## config.mk

```make
export PLATFORM = sky130hd
export DESIGN_NAME = kv_req_arb
export DESIGN_NICKNAME = d
export VERILOG_FILES = /design/src/rtl/kv_req_arb.sv
export SDC_FILE = /design/constraint.sdc
export NUM_CORES = 1
export LEC_CHECK = 0
export ABC_AREA = 1
export BUFFER_PORTS_ARGS = -buffer_cell sky130_fd_sc_hd__buf_2
export CORE_ASPECT_RATIO = 0.8
export CORE_MARGIN = 3
export CORE_UTILIZATION = 50
export CTS_CLUSTER_DIAMETER = 100
export CTS_CLUSTER_SIZE = 30
export DETAILED_ROUTE_END_ITERATION = 10
export PLACE_DENSITY = 0.69
export SLEW_MARGIN = 20
export SYNTH_ARGS = -nofsm -noshare
export SYNTH_HDL_FRONTEND = slang
export SYNTH_SLANG_ARGS = --single-unit
```

## constraint.sdc

```tcl
create_clock -name clk156 -period 16.2 [get_ports clk156]
set_clock_uncertainty 0.15 [all_clocks]
set_input_delay 0 -clock clk156 [delete_from_list [all_inputs] [get_ports clk156]]
set_output_delay 0 -clock clk156 [all_outputs]
set_load 0.03 [all_outputs]
```

## src/rtl/kv_req_arb.sv

```systemverilog
// kv_req_arb: two-requester round-robin arbiter feeding a shared in-order key/value DB port.
// Define KV_ARB_STATS_EN to build the saturating per-requester drop counters.
module kv_req_arb #(
  parameter int KEY_SIZE = 96,
  parameter int QDEPTH   = 4,
  parameter int MAX_OUT  = 8
) (
  input  logic                clk156,
  input  logic                eth_rst_n,
  input  logic                req0_valid,
  input  logic [KEY_SIZE-1:0] req0_key,
  input  logic [3:0]          req0_flag,
  input  logic                req1_valid,
  input  logic [KEY_SIZE-1:0] req1_key,
  input  logic [3:0]          req1_flag,
  output logic                rsp0_valid,
  output logic [3:0]          rsp0_flag,
  output logic                rsp1_valid,
  output logic [3:0]          rsp1_flag,
  output logic                db_in_valid,
  input  logic                db_in_ready,
  output logic [KEY_SIZE-1:0] db_in_key,
  output logic [3:0]          db_in_flag,
  input  logic                db_out_valid,
  input  logic [3:0]          db_out_flag,
  output logic [15:0]         drop0_cnt,
  output logic [15:0]         drop1_cnt,
  output logic                orphan_err
);
  localparam int QW = $clog2(QDEPTH);
  localparam int TW = $clog2(MAX_OUT);
  localparam int EW = KEY_SIZE + 4;
  typedef enum logic {IDLE, ISSUE} state_t;
  state_t state;
  logic gnt, prio, gnt_next, hs, tag_pop, tag_id;
  logic [1:0] req_valid, push, pop, full, nempty;
  logic [TW:0] outstanding;
  logic [TW-1:0] t_wr, t_rd;
  logic tag_mem [MAX_OUT];
  assign req_valid = {req1_valid, req0_valid};
  assign hs = db_in_valid && db_in_ready;
  assign gnt_next = &nempty ? prio : nempty[1];
  assign tag_pop = db_out_valid && outstanding != '0;
  assign tag_id = tag_mem[t_rd];
  for (genvar n = 0; n < 2; n++) begin : g_q
    logic [EW-1:0] mem [QDEPTH];
    logic [EW-1:0] hd;
    logic [QW-1:0] wr, rd;
    logic [QW:0] cnt;
    logic [15:0] dcnt;
    assign hd = mem[rd];
    assign full[n] = cnt == (QW+1)'(QDEPTH);
    assign nempty[n] = cnt != '0;
    assign pop[n] = hs && gnt == 1'(n);
    // a full queue still accepts a push when its head leaves in the same cycle
    assign push[n] = req_valid[n] && (!full[n] || pop[n]);
    always_ff @(posedge clk156)
      if (push[n]) mem[wr] <= (n == 1) ? {req1_key, req1_flag} : {req0_key, req0_flag};
    always_ff @(posedge clk156 or negedge eth_rst_n)
      if (!eth_rst_n) begin
        wr  <= '0;
        rd  <= '0;
        cnt <= '0;
      end else begin
        wr  <= wr + QW'(push[n]);
        rd  <= rd + QW'(pop[n]);
        cnt <= cnt + (QW+1)'(push[n]) - (QW+1)'(pop[n]);
      end
`ifdef KV_ARB_STATS_EN
    always_ff @(posedge clk156 or negedge eth_rst_n)
      if (!eth_rst_n) dcnt <= '0;
      else if (req_valid[n] && !push[n] && dcnt != 16'hFFFF) dcnt <= dcnt + 16'd1;
`else
    assign dcnt = '0;
`endif
  end
  assign drop0_cnt = g_q[0].dcnt;
  assign drop1_cnt = g_q[1].dcnt;
  always_ff @(posedge clk156)
    if (hs) tag_mem[t_wr] <= gnt;
  // tag FIFO occupancy doubles as the outstanding count
  always_ff @(posedge clk156 or negedge eth_rst_n)
    if (!eth_rst_n) begin
      t_wr        <= '0;
      t_rd        <= '0;
      outstanding <= '0;
      orphan_err  <= 1'b0;
      rsp0_valid  <= 1'b0;
      rsp1_valid  <= 1'b0;
      rsp0_flag   <= '0;
      rsp1_flag   <= '0;
    end else begin
      t_wr        <= t_wr + TW'(hs);
      t_rd        <= t_rd + TW'(tag_pop);
      outstanding <= outstanding + (TW+1)'(hs) - (TW+1)'(tag_pop);
      orphan_err  <= orphan_err || (db_out_valid && !tag_pop);
      rsp0_valid  <= tag_pop && !tag_id;
      rsp1_valid  <= tag_pop && tag_id;
      rsp0_flag   <= tag_pop && !tag_id ? db_out_flag : rsp0_flag;
      rsp1_flag   <= tag_pop && tag_id ? db_out_flag : rsp1_flag;
    end
  always_ff @(posedge clk156 or negedge eth_rst_n)
    if (!eth_rst_n) begin
      state       <= IDLE;
      gnt         <= 1'b0;
      prio        <= 1'b0;
      db_in_valid <= 1'b0;
      db_in_key   <= '0;
      db_in_flag  <= '0;
    end else if (state == IDLE) begin
      if (|nempty && outstanding < (TW+1)'(MAX_OUT)) begin
        state       <= ISSUE;
        gnt         <= gnt_next;
        prio        <= !gnt_next;
        db_in_valid <= 1'b1;
        {db_in_key, db_in_flag} <= gnt_next ? g_q[1].hd : g_q[0].hd;
      end
    end else if (db_in_ready) begin
      state       <= IDLE;
      db_in_valid <= 1'b0;
    end
endmodule

```

* Word level (Yosys, flattened, before mapping)
Memories as Yosys holds them, arrays and structs flattened.
Index checks and enable logic that the tools add are counted.
Widths: inputs -> output; s select.
** Cells by class
- Bitwise operators :: 2
- Reductions and logical operators :: 26
- Add/sub/neg operators :: 12
- Order comparisons :: 1
- Eq/ne operators :: 3
- Multiplexer cells :: 14
** Operators by type and width (count)
- $mux 100 :: 1
- $mux 1 :: 13
- $add 3x1->3 :: 4
- $logic_and 1x1->1 :: 10
- $add 2x1->2 :: 4
- $eq 3x3->1 const B :: 2
- $reduce_and 2->1 :: 3
- $reduce_bool 3->1 :: 2
- $sub 3x1->3 :: 2
- $logic_not 1->1 :: 5
- $add 4x1->4 :: 1
- $lt 4x4->1 const B :: 1
- $reduce_bool 4->1 :: 1
- $sub 4x1->4 :: 1
- $logic_or 1x1->1 :: 3
- $ne 2x2->1 const B :: 1
- $not 1->1 :: 2
- $reduce_bool 2->1 :: 1
- $reduce_or 2->1 :: 1
** Storage, ports and cells
- Memories :: 3
- RAM bits :: 808
- Bits in registers :: 139
** Memory list
- g_q[0].mem :: depth 4, width 100, read ports 1, clocked after memory_dff 0, write ports 1, RTL line 46 : logic [EW-1:0] mem [QDEPTH];
- g_q[1].mem :: depth 4, width 100, read ports 1, clocked after memory_dff 0, write ports 1, RTL line 46
- tag_mem :: depth 8, width 1, read ports 1, clocked after memory_dff 0, write ports 1, RTL line 39 : logic tag_mem [MAX_OUT];

* Depth between registers and ports, before layout
- Depth in word-level cells :: 6
- Mapped depth :: 10
- Mapped depth without buffers :: 9

* Least setup slack after synthesis
Ideal clock, no wire load.
- Kind :: flip-flop to flip-flop
- Start :: reg db_in_valid
- End :: mem g_q[0].mem[0][0] (netlist name) (enable)
- Arrival :: 7741 ps
- Library setup time :: 682 ps
- Cell stages (with the launch flop) :: 5
- Path buffers :: 0
- Path slack :: 7627 ps
- Clock period less this slack :: 8573 ps
- Cell sequence :: dfrtp_1 nand2_1 nor2_1 o31ai_1 nor3_1
** Between the ends
- Cells in the longest elaborated chain, start to end :: 6
** RTL lines
- from (decl) :: RTL line 20 : output logic db_in_valid,
- from (signal assigned) :: RTL line 107 : db_in_valid <= 1'b0;
- from (signal assigned) :: RTL line 115 : db_in_valid <= 1'b1;
- from (signal assigned) :: RTL line 120 : db_in_valid <= 1'b0;
- $logic_and 1x1->1 :: RTL line 41 : assign hs = db_in_valid && db_in_ready;
- $logic_and 1x1->1 :: RTL line 54 : assign pop[n] = hs && gnt == 1'(n);
- $logic_or 1x1->1 :: RTL line 56 : assign push[n] = req_valid[n] && (!full[n] || pop[n]);
- $logic_and 1x1->1 :: RTL line 56
- $mux 1 (2 in a row) :: RTL line 58 : if (push[n]) mem[wr] <= (n == 1) ? {req1_key, req1_flag} : {req0_key, req0_flag};
- to (decl) :: RTL line 46
No other way between the ends.

* Final worst setup path
- Start :: reg state
- End :: reg db_in_key[76]
** Between the ends
- Cells in the longest elaborated chain, start to end :: 2
** RTL lines
- from (decl) :: RTL line 34 : state_t state;
- from (signal assigned) :: RTL line 104 : state <= IDLE;
- from (signal assigned) :: RTL line 112 : state <= ISSUE;
- from (signal assigned) :: RTL line 119 : state <= IDLE;
- $not 1->1 (no source line)
- $reduce_and 2->1 (no source line)
- to (signal assigned) :: RTL line 116 : {db_in_key, db_in_flag} <= gnt_next ? g_q[1].hd : g_q[0].hd;
- to (decl) :: RTL line 22 : output logic [KEY_SIZE-1:0] db_in_key,
No other way between the ends.
A chain may end at the register's enable or synchronous reset.

==> flow_summary_export.csv <==
group,metric,value,unit
critical_path,endpoint_kind,"flop",
logic_synthesis,syn_avg_cell_area,13.1,um^2
final_layout,fin_area,43300,um^2
clock_tree,cts_max_level,2,
clock_tree,clk_latency,0.61,ns
final_layout,drive_gt1_frac,0.155,
routing,met1Wirelength,37.1,mm
routing,wl_met3,7.84,mm
sta,final.setup.tns,0,ns
global_route,grt_antenna_before_repair,26,
global_route,globalRouteTotalUtil,0.237,
sta,hold_viol,0,
final_layout,post-route-util,0.597,
clock_tree,cts_hold_buf,316,
logic_synthesis,ys.flop_type,"edfxtp_1",
sta,rsz0062_at_grt,"no",
critical_path,crit_arrival,4.27,ns
pwr,ir_drop,112,uV
min_path,min-delay-start,"req1_key[90]",
routing,antenna_left,0,
critical_path,reg2reg_slack,12.32,ns
global_route,grt_pass1_wl,140,mm
die,die_area,77000,um^2
die,die_x,309,um
critical_path,cp_slowest_cell,"nor2_4",
min_path,min_path_cells,2,
sta,relSlewSlack,0.254,
place,hpwl,53.5,mm
die,io_pins,354,
global_route,grt_overflow,0,
logic_synthesis,synth_top_area_cell,"edfxtp_1",
logic_synthesis,synth.most_common_cell,"edfxtp_1",
sta,tightest_slew,1.12,ns
clock_tree,post_cts_buffers,0,
place,gp_congestion,0.783,
clock_tree,cts_buffer_depth,3,
critical_path,required,16.58,ns
critical_path,crit_path_frequent_cell,"buf_4",
clock_tree,tritoncts,"built",
routing,vias_per_cell,5.57,
place,dpl_cell_area,38900,um^2
logic_synthesis,synth_edf_count,808,
global_route,grt_start_max_net_pins,126,
place,io_buffers,321,
clock_tree,cts_buffers,37,
critical_path,worstSetupPathType,"flop to flop",
logic_synthesis,yosys-top-cells-count,"808 x edfxtp_1, 512 x nor2_1, 409 x o21ai_0, 251 x nand2_1, 139 x dfrtp_1",
clock_tree,cts.repair.resized,0,
logic_synthesis,synth_cell_types,34,
place,dpl_worst_slack,12.34,ns
routing,maxUsedRoutingLayer,"met5",
sta,period_share,0.240,
logic_synthesis,synth.area.top_cells,"edfxtp_1 66%, dfrtp_1 9.4%, o21ai_0 5.6%",
die,core_area,72600,um^2
sta,setup_viol,0,
logic_synthesis,synth.ff_latch_count,947,
run_status,outcome,"complete, no violations",
routing,dr_wl_met2,45.7,mm
run,drv_cap,0,
sta,min_period,3.88,ns
critical_path,worst-path-buf-inv,3,
pwr,leakage,0.0158,uW
routing,drt-initial-drc-count,2385,
logic_synthesis,synth_area,36800,um^2
critical_path,cpPeakStageDelay,0.83,ns
routing,vias,24300,
final_layout,nNetsFinal,3592,
sta,fmax,0.258,GHz
final_layout,filler_cell_count,5576,
logic_synthesis,ys_seq_area_frac,0.753,
global_route,grt_pass1_vias,24400,
clock_tree,cts_num_sinks,947,
logic_synthesis,netlist.area_leader.share,0.659,
routing,wl,92.6,mm
critical_path,r2r-start,"state$_DFF_PN0_",
routing,wl_per_cell,21.3,um
final_layout,multi_input_area,7880,um^2
die,core.rowCount,88,
logic_synthesis,netlist_instances,2813,
min_path,hp-class,"primary input to flop",
critical_path,critPathMaxFanout,49,
die,start_util,0.508,
sta,timing.final.ws_setup,12.32,ns
final_layout,regArea,27800,um^2
critical_path,reg2reg_depth,8,
die,die_h,249,um
critical_path,r2r-end,"db_in_key[76]$_DFFE_PN0P_",
clock_tree,cts.reportedPaths.clkPinSlew,0.12,ns
critical_path,path_cells,"nor2_1 -> o21ai_4 -> buf_4 -> nor2_4 -> buf_4 -> buf_4 -> nand2_1 -> nand3_1",
critical_path,worst_setup_path_start_kind,"flop",
sta,holdWs,0.0195,ns
logic_synthesis,synth_warnings,0,
logic_synthesis,async_reset_ff_frac,0.147,
routing,route.detailed.drc,0,
critical_path,cpLargestDelayFamily,"buffers and inverters",
min_path,hold_end,"g_q[1].mem[3][94]$_DFFE_PP_",
routing,drtPass1Iterations,6,
pwr,power_density,175,nW/um^2
clock_tree,cts-root-buf,"clkbuf_16",
final_layout,syn_to_final_growth,17.6,%
sta,final_max_slew_viol_count,0,
[cells by family (layout without fill, tap and decap cells)]
logic type | Yosys count | count (layout) | synth area share
and+or+nand+nor | 981 | 981 | 0.112
adders and majority gates | 19 | 19 | 0.00707
AOI/OAI and AO/OA | 610 | 610 | 0.0869
buffers and inverters | 243 | 790 | 0.0373
DFF | 947 | 947 | 0.753
other | 1 | 51 | 0.000102
xor gates and xnor gates | 12 | 12 | 0.00285
[metal layers]
| metal | vias to the layer above | global-route usage |
|---|---|---|
| met5 | - | 0 |
| met4 | 22 | 0.0608 |
| met3 | 138 | 0.0473 |
| met2 | 920 | 0.398 |
| met1 | 12100 | 0.318 |
| li1 | 11000 | - |
[final cells by class]
type | count | share of cell area
clock buffer | 64 | 0.0247
sequential | 947 | 0.641
antenna | 19 | 0.00110
multi-input combinational | 1654 | 0.182
tap | 945 | 0.0273
inverter | 46 | 0.00433
clock inverter | 3 | 0.00116
timing repair buffer | 677 | 0.118
[per-stage QoR]
| stage | power (uW) | instances |
|---|---|---|
| after CTS | 7590 | 4333 |
| after global routing | 8010 | 4346 |
| final | 7570 | 4355 |
| after global placement | 6250 | 3950 |
| after detailed placement | 6360 | 3950 |
| after floorplan | 5590 | 2844 |
[registers in the layout (all words and copies together), names as in the netlist, 6 cells and up]
signal	flops
db_in_key	96
g_q.cnt	6
g_q.mem	800
tag_mem	8
[cell usage in the layout (no fill, tap or decap), types with 16 or more instances in the layout]
| cell | Yosys | layout |
|---|---|---|
| edfxtp_1 | 808 | 808 |
| buf_2 | 54 | 320 |
| nor2_1 | 512 | 511 |
| nand3_1 | 104 | 104 |
| dfrtp_1 | 139 | 135 |
| o21ai_0 | 409 | 409 |
| inv_1 | 40 | 40 |
| ha_1 | 16 | 16 |
| diode_2 | 0 | 19 |
| o22ai_1 | 100 | 100 |
| buf_4 | 38 | 35 |
| dlygate4sd3_1 | 0 | 317 |
| o21ai_1 | 93 | 93 |
| conb_1 | 1 | 32 |
| clkbuf_16 | 0 | 39 |
| nand2_1 | 251 | 251 |
| clkbuf_1 | 73 | 25 |
| nand2_2 | 90 | 90 |
[where the power goes]
| group | switching, uW | leakage (uW) | internal (uW) |
|---|---|---|---|
| logic | 2010 | 0.00616 | 786 |
| clock network | 705 | 0.000535 | 479 |
| registers | 301 | 0.00910 | 3290 |
[worst max path at each step]
stage | from | end | cells past startpoint
after floorplan | db_in_valid$_DFFE_PN0P_ | g_q[0].mem[0][0]$_DFFE_PP_ | 4
after CTS | state$_DFF_PN0_ | db_in_key[82]$_DFFE_PN0P_ | 8
final | state$_DFF_PN0_ | db_in_key[76]$_DFFE_PN0P_ | 8
after global routing | g_q[1].cnt[1]$_DFF_PN0_ | db_in_key[76]$_DFFE_PN0P_ | 9
after global placement | state$_DFF_PN0_ | db_in_key[83]$_DFFE_PN0P_ | 8
after detailed placement | state$_DFF_PN0_ | db_in_key[78]$_DFFE_PN0P_ | 8
(Power assumes the default switching activity.)
